===== config.mk =====
export PLATFORM = sky130hd
export DESIGN_NAME = serial_adder_ctrl
export DESIGN_NICKNAME = d
export VERILOG_FILES = /design/src/rtl/serial_adder_ctrl.sv
export SDC_FILE = /design/constraint.sdc
export NUM_CORES = 1
export LEC_CHECK = 0
export ABC_AREA = 1
export CAP_MARGIN = 10
export CORE_MARGIN = 1
export CORE_UTILIZATION = 45
export CTS_CLUSTER_DIAMETER = 40
export CTS_CLUSTER_SIZE = 30
export DETAILED_ROUTE_END_ITERATION = 16
export HOLD_SLACK_MARGIN = 0.08
export MAX_ROUTING_LAYER = met4
export PLACE_DENSITY_LB_ADDON = 0.12
export SKIP_CTS_REPAIR_TIMING = 1
export SLEW_MARGIN = 20
export SYNTH_ARGS = -nofsm -noshare
export SYNTH_HDL_FRONTEND = slang
export SYNTH_SLANG_ARGS = --single-unit

===== constraint.sdc =====
create_clock -name CLK -period 2 [get_ports CLK]
set_input_delay 0.4 -clock CLK [delete_from_list [all_inputs] [get_ports CLK]]
set_output_delay 0.4 -clock CLK [all_outputs]
set_load 0.02 [all_outputs]

===== src/rtl/serial_adder_ctrl.sv =====
// Bit-serial adder: one full adder, a carry flop and shift registers, LSB first.
// Optional subtraction enabled by defining SERIAL_SUB_EN.
module serial_adder_ctrl #(
   parameter int WIDTH = 8
) (
   input  logic             CLK,
   input  logic             RST,
   input  logic             START,
   input  logic [WIDTH-1:0] A,
   input  logic [WIDTH-1:0] B,
   input  logic             CIN,
   input  logic             SUB,
   output logic             BUSY,
   output logic             DONE,
   output logic [WIDTH-1:0] SUM,
   output logic             COUT
);

   localparam int CW = $clog2(WIDTH + 1);

   typedef enum logic [1:0] {S_IDLE, S_RUN, S_DONE} state_t;

   state_t           state_q;
   logic [WIDTH-1:0] sha_q;
   logic [WIDTH-1:0] shb_q;
   logic [WIDTH-1:0] shs_q;
   logic [WIDTH-1:0] sum_q;
   logic [CW-1:0]    cnt_q;
   logic             carry_q;
   logic             busy_q;
   logic             done_q;
   logic             cout_q;

   logic             ha0_s, ha0_c, ha1_c, fa_s, fa_c;
   logic [WIDTH-1:0] shs_d;
   logic [WIDTH-1:0] b_load;
   logic             c_load;

   // Full adder built from two half adders plus an OR for the carry.
   always_comb begin
      ha0_s = sha_q[0] ^ shb_q[0];
      ha0_c = sha_q[0] & shb_q[0];
      fa_s  = ha0_s ^ carry_q;
      ha1_c = ha0_s & carry_q;
      fa_c  = ha0_c | ha1_c;
      shs_d = shs_q >> 1;
      shs_d[WIDTH-1] = fa_s;
   end

`ifdef SERIAL_SUB_EN
   // A - B computed as A + ~B + 1; CIN is ignored when subtracting.
   always_comb begin
      b_load = SUB ? ~B : B;
      c_load = SUB ? 1'b1 : CIN;
   end
`else
   logic unused_sub;
   assign unused_sub = SUB;
   always_comb begin
      b_load = B;
      c_load = CIN;
   end
`endif

   always_ff @(posedge CLK or posedge RST) begin
      if (RST) begin
         state_q <= S_IDLE;
         sha_q   <= '0;
         shb_q   <= '0;
         shs_q   <= '0;
         sum_q   <= '0;
         cnt_q   <= '0;
         carry_q <= 1'b0;
         busy_q  <= 1'b0;
         done_q  <= 1'b0;
         cout_q  <= 1'b0;
      end else begin
         case (state_q)
            S_IDLE, S_DONE: begin
               done_q <= 1'b0;
               if (START) begin
                  sha_q   <= A;
                  shb_q   <= b_load;
                  carry_q <= c_load;
                  cnt_q   <= '0;
                  busy_q  <= 1'b1;
                  state_q <= S_RUN;
               end else begin
                  busy_q  <= 1'b0;
                  state_q <= S_IDLE;
               end
            end
            S_RUN: begin
               sha_q   <= sha_q >> 1;
               shb_q   <= shb_q >> 1;
               shs_q   <= shs_d;
               carry_q <= fa_c;
               cnt_q   <= cnt_q + CW'(1);
               if (cnt_q == CW'(WIDTH - 1)) begin
                  sum_q   <= shs_d;
                  cout_q  <= fa_c;
                  busy_q  <= 1'b0;
                  done_q  <= 1'b1;
                  state_q <= S_DONE;
               end
            end
            default: begin
               busy_q  <= 1'b0;
               done_q  <= 1'b0;
               state_q <= S_IDLE;
            end
         endcase
      end
   end

   assign BUSY = busy_q;
   assign DONE = done_q;
   assign SUM  = sum_q;
   assign COUT = cout_q;

endmodule


### Yosys cells after proc, flatten, opt, wreduce, memory -nomap -nowiden

Index checks and enable logic that the tools add are counted.
Widths: inputs -> output; s select.

* input port bits: 21
* logic and storage cells: 42
* output and inout port bits: 11
* register bits: 42

* $add $sub $neg: 1
* equality and inequality tests: 5
* muxes and demuxes: 16
* bitwise logic cells: 5
* reductions and logical operators: 5

Operator list (count)
* $pmux 8 s2: 2
* $mux 8: 2
* $pmux 4 s2: 1
* $mux 1: 6
* $add 4x1->4 const B: 1
* $eq 4x3->1 const B: 1
* $mux 4: 1
* $ne 2x2->1 const B: 2
* $pmux 1 s2: 2
* $pmux 2 s2: 1
* $reduce_and 2->1: 2
* $and 1x1->1: 2
* $eq 2x1->1 const B: 1
* $eq 2x2->1 const B: 1
* $logic_not 2->1: 1
* $mux 2: 1
* $reduce_bool 2->1: 1
* $reduce_or 2->1: 1
* $xor 1x1->1: 2
* $or 1x1->1: 1

### Depth between registers and ports, before layout

* depth in word-level cells: 4
* mapped depth: 7
* mapped depth without buffers: 6

### Least setup slack after synthesis

OpenSTA, ideal clock, no wires.

* path kind: reg-to-reg
* start: reg DONE (netlist name)
* end: reg cnt_q[3]
* buffers on the path: 1
* period minus slack after synthesis: 1171 ps
* required time: 1883 ps
* library setup time: 117 ps
* cell stages (with the launch flop): 8
* arrival: 1053 ps
* slack: 829 ps
* cells stage by stage: dfrtp_1 > inv_1 > nand2_2 > nand2_1 > inv_1 > buf_4 > nand2_1 > nand2_1

RTL lines
* end signal: assignment: line 98 `cnt_q <= cnt_q + CW'(1);`
* end: declaration: line 28 `logic [CW-1:0] cnt_q;`

### Worst setup path after layout

* start: reg busy_q, in the netlist BUSY
* end: out BUSY

RTL lines
* start: declaration: line 30 `logic busy_q;`
* start signal: assignment: line 74 `busy_q <= 1'b0;`
* start signal: assignment: line 86 `busy_q <= 1'b1;`
* start signal: assignment: line 89 `busy_q <= 1'b0;`
* end: declaration: line 13 `output logic BUSY,`

No word-level cell between the ends.

==> impl_metrics.env <==
export IMPL_gp_congestion=0.760
export IMPL_comb_power_share=0.409
export IMPL_ys_seq_area_frac=0.561
export IMPL_criticalPathCategory="flop to primary output"
export IMPL_grt_most_used_layer="met2"
export IMPL_synth_seq_cells=39
export IMPL_syn_area_um2=1740
export IMPL_vias=1356
export IMPL_cts_tree="done"
export IMPL_post_place_ws_ns=0.268
export IMPL_cts_buffer_depth=2
export IMPL_finalNonFillerCells=306
export IMPL_crit_path_end_kind="primary output"
export IMPL_clockRootBuffer="clkbuf_8"
export IMPL_die_area_um2=4120
export IMPL_final_antenna_net_count=0
export IMPL_min_period_over_period=0.891
export IMPL_vias_per_cell=4.43
export IMPL_r2r_cells=6
export IMPL_period_needed_ns=1.78
export IMPL_syn_nets=244
export IMPL_wl_mm=2.90
export IMPL_synth_flop_cell="dfrtp_1"
export IMPL_worstPathCellList="clkdlybuf4s50_1"
export IMPL_ir_drop_mv=0.583
export IMPL_rrSetupSlack_ns=0.53
export IMPL_clock_fmax_ghz=0.561
export IMPL_hold_end="sha_q[7]"
export IMPL_synth_most_common_cell="nand2_1"
export IMPL_die_h_um=64.2
export IMPL_fin_nets=280
export IMPL_hold_depth=2
export IMPL_grt_pass1_wl_mm=5.30
export IMPL_finalSetupViolCount=0
export IMPL_crit_path_max_fanout=4
export IMPL_intPower_mw=2.03
export IMPL_worstMarginPinSlew_ns=0.579
export IMPL_drt_iter0_drc=40
export IMPL_core_um2=3690
export IMPL_io_pins=32
export IMPL_switching_share=0.383
export IMPL_hpwl_mm=2.00
export IMPL_cpMaxStageDelayCell="clkdlybuf4s50_1"
export IMPL_synth_top_cells_by_area="dfrtp_1 (56%), nand2_1 (29%), inv_1 (4.5%)"
export IMPL_grt_usage=0.174
export IMPL_synth_top_cell_area_share=0.561
export IMPL_synth_edf_count=0
export IMPL_syn_inst=221
export IMPL_finalHoldViolations=0
export IMPL_fin_util=0.593
export IMPL_status="finished, final reports clean"
export IMPL_synth_async_sr_flop_share=1.00
export IMPL_routedWlPerCell_um=9.49
export IMPL_n_antenna_cell=0
export IMPL_grt_max_degree=40
export IMPL_first_pass_iters=4
export IMPL_fin_setup_tns_ns=0
export IMPL_rows=22
export IMPL_fillers=356
export IMPL_grt_util_met2=0.281
export IMPL_cp_top_family="buffers and inverters"
export IMPL_r2r_start="DONE"
export IMPL_cp_required_ns=1.60
export IMPL_pwr_share_clk=0.171
export IMPL_numCtsBuffers=5
export IMPL_first_global_vias=1246
export IMPL_portBuffers=30
export IMPL_reg2reg_to="shb_q[3]"
export IMPL_start_util=0.472
export IMPL_drive_above_1_share=0.0698
export IMPL_die_w_um=64.2
export IMPL_drc=0
export IMPL_power_switching_mw=1.26
export IMPL_syn_to_final_growth_pct=25.8
export IMPL_grt_setup_unrepaired="false"
export IMPL_postSynthAreaPerCell_um2=7.87
export IMPL_insertion_delay_ns=0.28
export IMPL_gr_total_overflow=0
export IMPL_power_leakage_nw=1.19
export IMPL_htreeDepth=2
export IMPL_met1_usage=0.208
export IMPL_ys_warnings_count=0
export IMPL_slowest_delay_ns=0.65
export IMPL_seq_power_share=0.419
export IMPL_synth_top_area_cell="dfrtp_1"
export IMPL_critPathBufInv=1
export IMPL_path_clk_slew_ns=0.07
export IMPL_synth_commonest_cells="nand2_1 (136), dfrtp_1 (39), inv_1 (21)"
export IMPL_antenna_found_initial=0
export IMPL_startpoint_type="flop"
export IMPL_power_density_nw_per_um2=1500
export IMPL_dp_cells=298
export IMPL_finClkSkew_ns=0.00309
export IMPL_hp_class="flop to flop"
export IMPL_fin_ws_ns=0.218
export IMPL_hold_path_startpoint="sha_q[7]"
export IMPL_max_cap_violations=0
export IMPL_slew_headroom=0.613
export IMPL_worstPathArrival_ns=1.38
export IMPL_slew_viol_final=0
export IMPL_yosysUniqueCellTypes=17
export IMPL_clock_sinks=39
export IMPL_met3_usage=0.0375
[through the flow]
step           area (um^2)  hold slack, ns  total power [mW]
6_report              2190           0.470              3.29
5_1_grt               2190           0.497              3.60
4_1_cts               2190           0.477              3.35
3_5_place_dp          2090           0.458              2.77
3_3_place_gp          2090           0.451              2.73
2_1_floorplan         1740           0.442              2.35
[registers in the layout (all words and copies together) (netlist names)]
name,count
sha_q,8
DONE,1
shs_q,7
carry_q,1
shb_q,8
cnt_q,4
BUSY,1
COUT,1
SUM,8
[routing by layer]
| metal | vias to the layer above | share of wire |
|---|---|---|
| li1 | 726 | - |
| met1 | 598 | 0.48 |
| met2 | 27 | 0.47 |
| met3 | 5 | 0.033 |
| met4 | 0 | 0.017 |
| met5 | - | 0 |
[cell usage in the layout, fill, tap and decap left out]
| cell | Yosys | final |
|---|---|---|
| clkdlybuf4s50_1 | 0 | 30 |
| or2_2 | 1 | 1 |
| a21oi_1 | 1 | 1 |
| fa_1 | 1 | 1 |
| o21ai_0 | 3 | 3 |
| buf_4 | 4 | 4 |
| clkbuf_8 | 0 | 7 |
| nor2_2 | 2 | 2 |
| nand2_2 | 2 | 2 |
| ha_1 | 1 | 1 |
| nor2_1 | 2 | 2 |
| nand4_1 | 1 | 1 |
| inv_2 | 1 | 1 |
| nor2_4 | 1 | 1 |
| nand3_1 | 4 | 4 |
| dfrtp_1 | 39 | 39 |
| inv_1 | 21 | 21 |
| nand2_1 | 136 | 136 |
| clkbuf_1 | 0 | 1 |
[cell type report]
class	count	area [um^2]	area share
repair buffers	34	330	0.151
inverters	22	82.6	0.0377
clock buffers	8	100	0.0457
well taps	48	60.1	0.0274
flip-flops and latches	39	976	0.446
multi-input cells	155	639	0.292
[worst register-to-register path: stages, from the launching register on]
cell and delay, ns:
dfrtp_1 0.43, inv_1 0.08, nand2_2 0.16, nand2_1 0.09, inv_1 0.44, nand2_1 0.12
nand2_1 0.09
[worst max-delay path by stage]
stage,start,to,slack [ns],depth (start not counted)
4_1_cts,BUSY,BUSY,0.22,1
3_3_place_gp,START,sha_q[3],0.28,6
5_1_grt,BUSY,BUSY,0.18,1
2_1_floorplan,RST,BUSY,0.71,1
3_5_place_dp,START,shb_q[3],0.27,6
6_report,BUSY,BUSY,0.22,1
[cell families after synthesis]
group                      after synthesis  share of synthesized area
DFF                                     39                      0.561
adders and majority gates                2                     0.0187
buffers and inverters                   27                     0.0712
AOI/OAI and AO/OA                        4                     0.0115
and+or+nand+nor                        149                      0.337
[power by group through the flow]
stage	clock network (mW)	logic [mW]	registers [mW]
3_5_place_dp	0	1.37	1.40
3_3_place_gp	0	1.35	1.38
2_1_floorplan	0	0.874	1.47
4_1_cts	0.584	1.38	1.38
5_1_grt	0.615	1.56	1.43
6_report	0.563	1.34	1.38
Power figures use the tool's default switching activity.
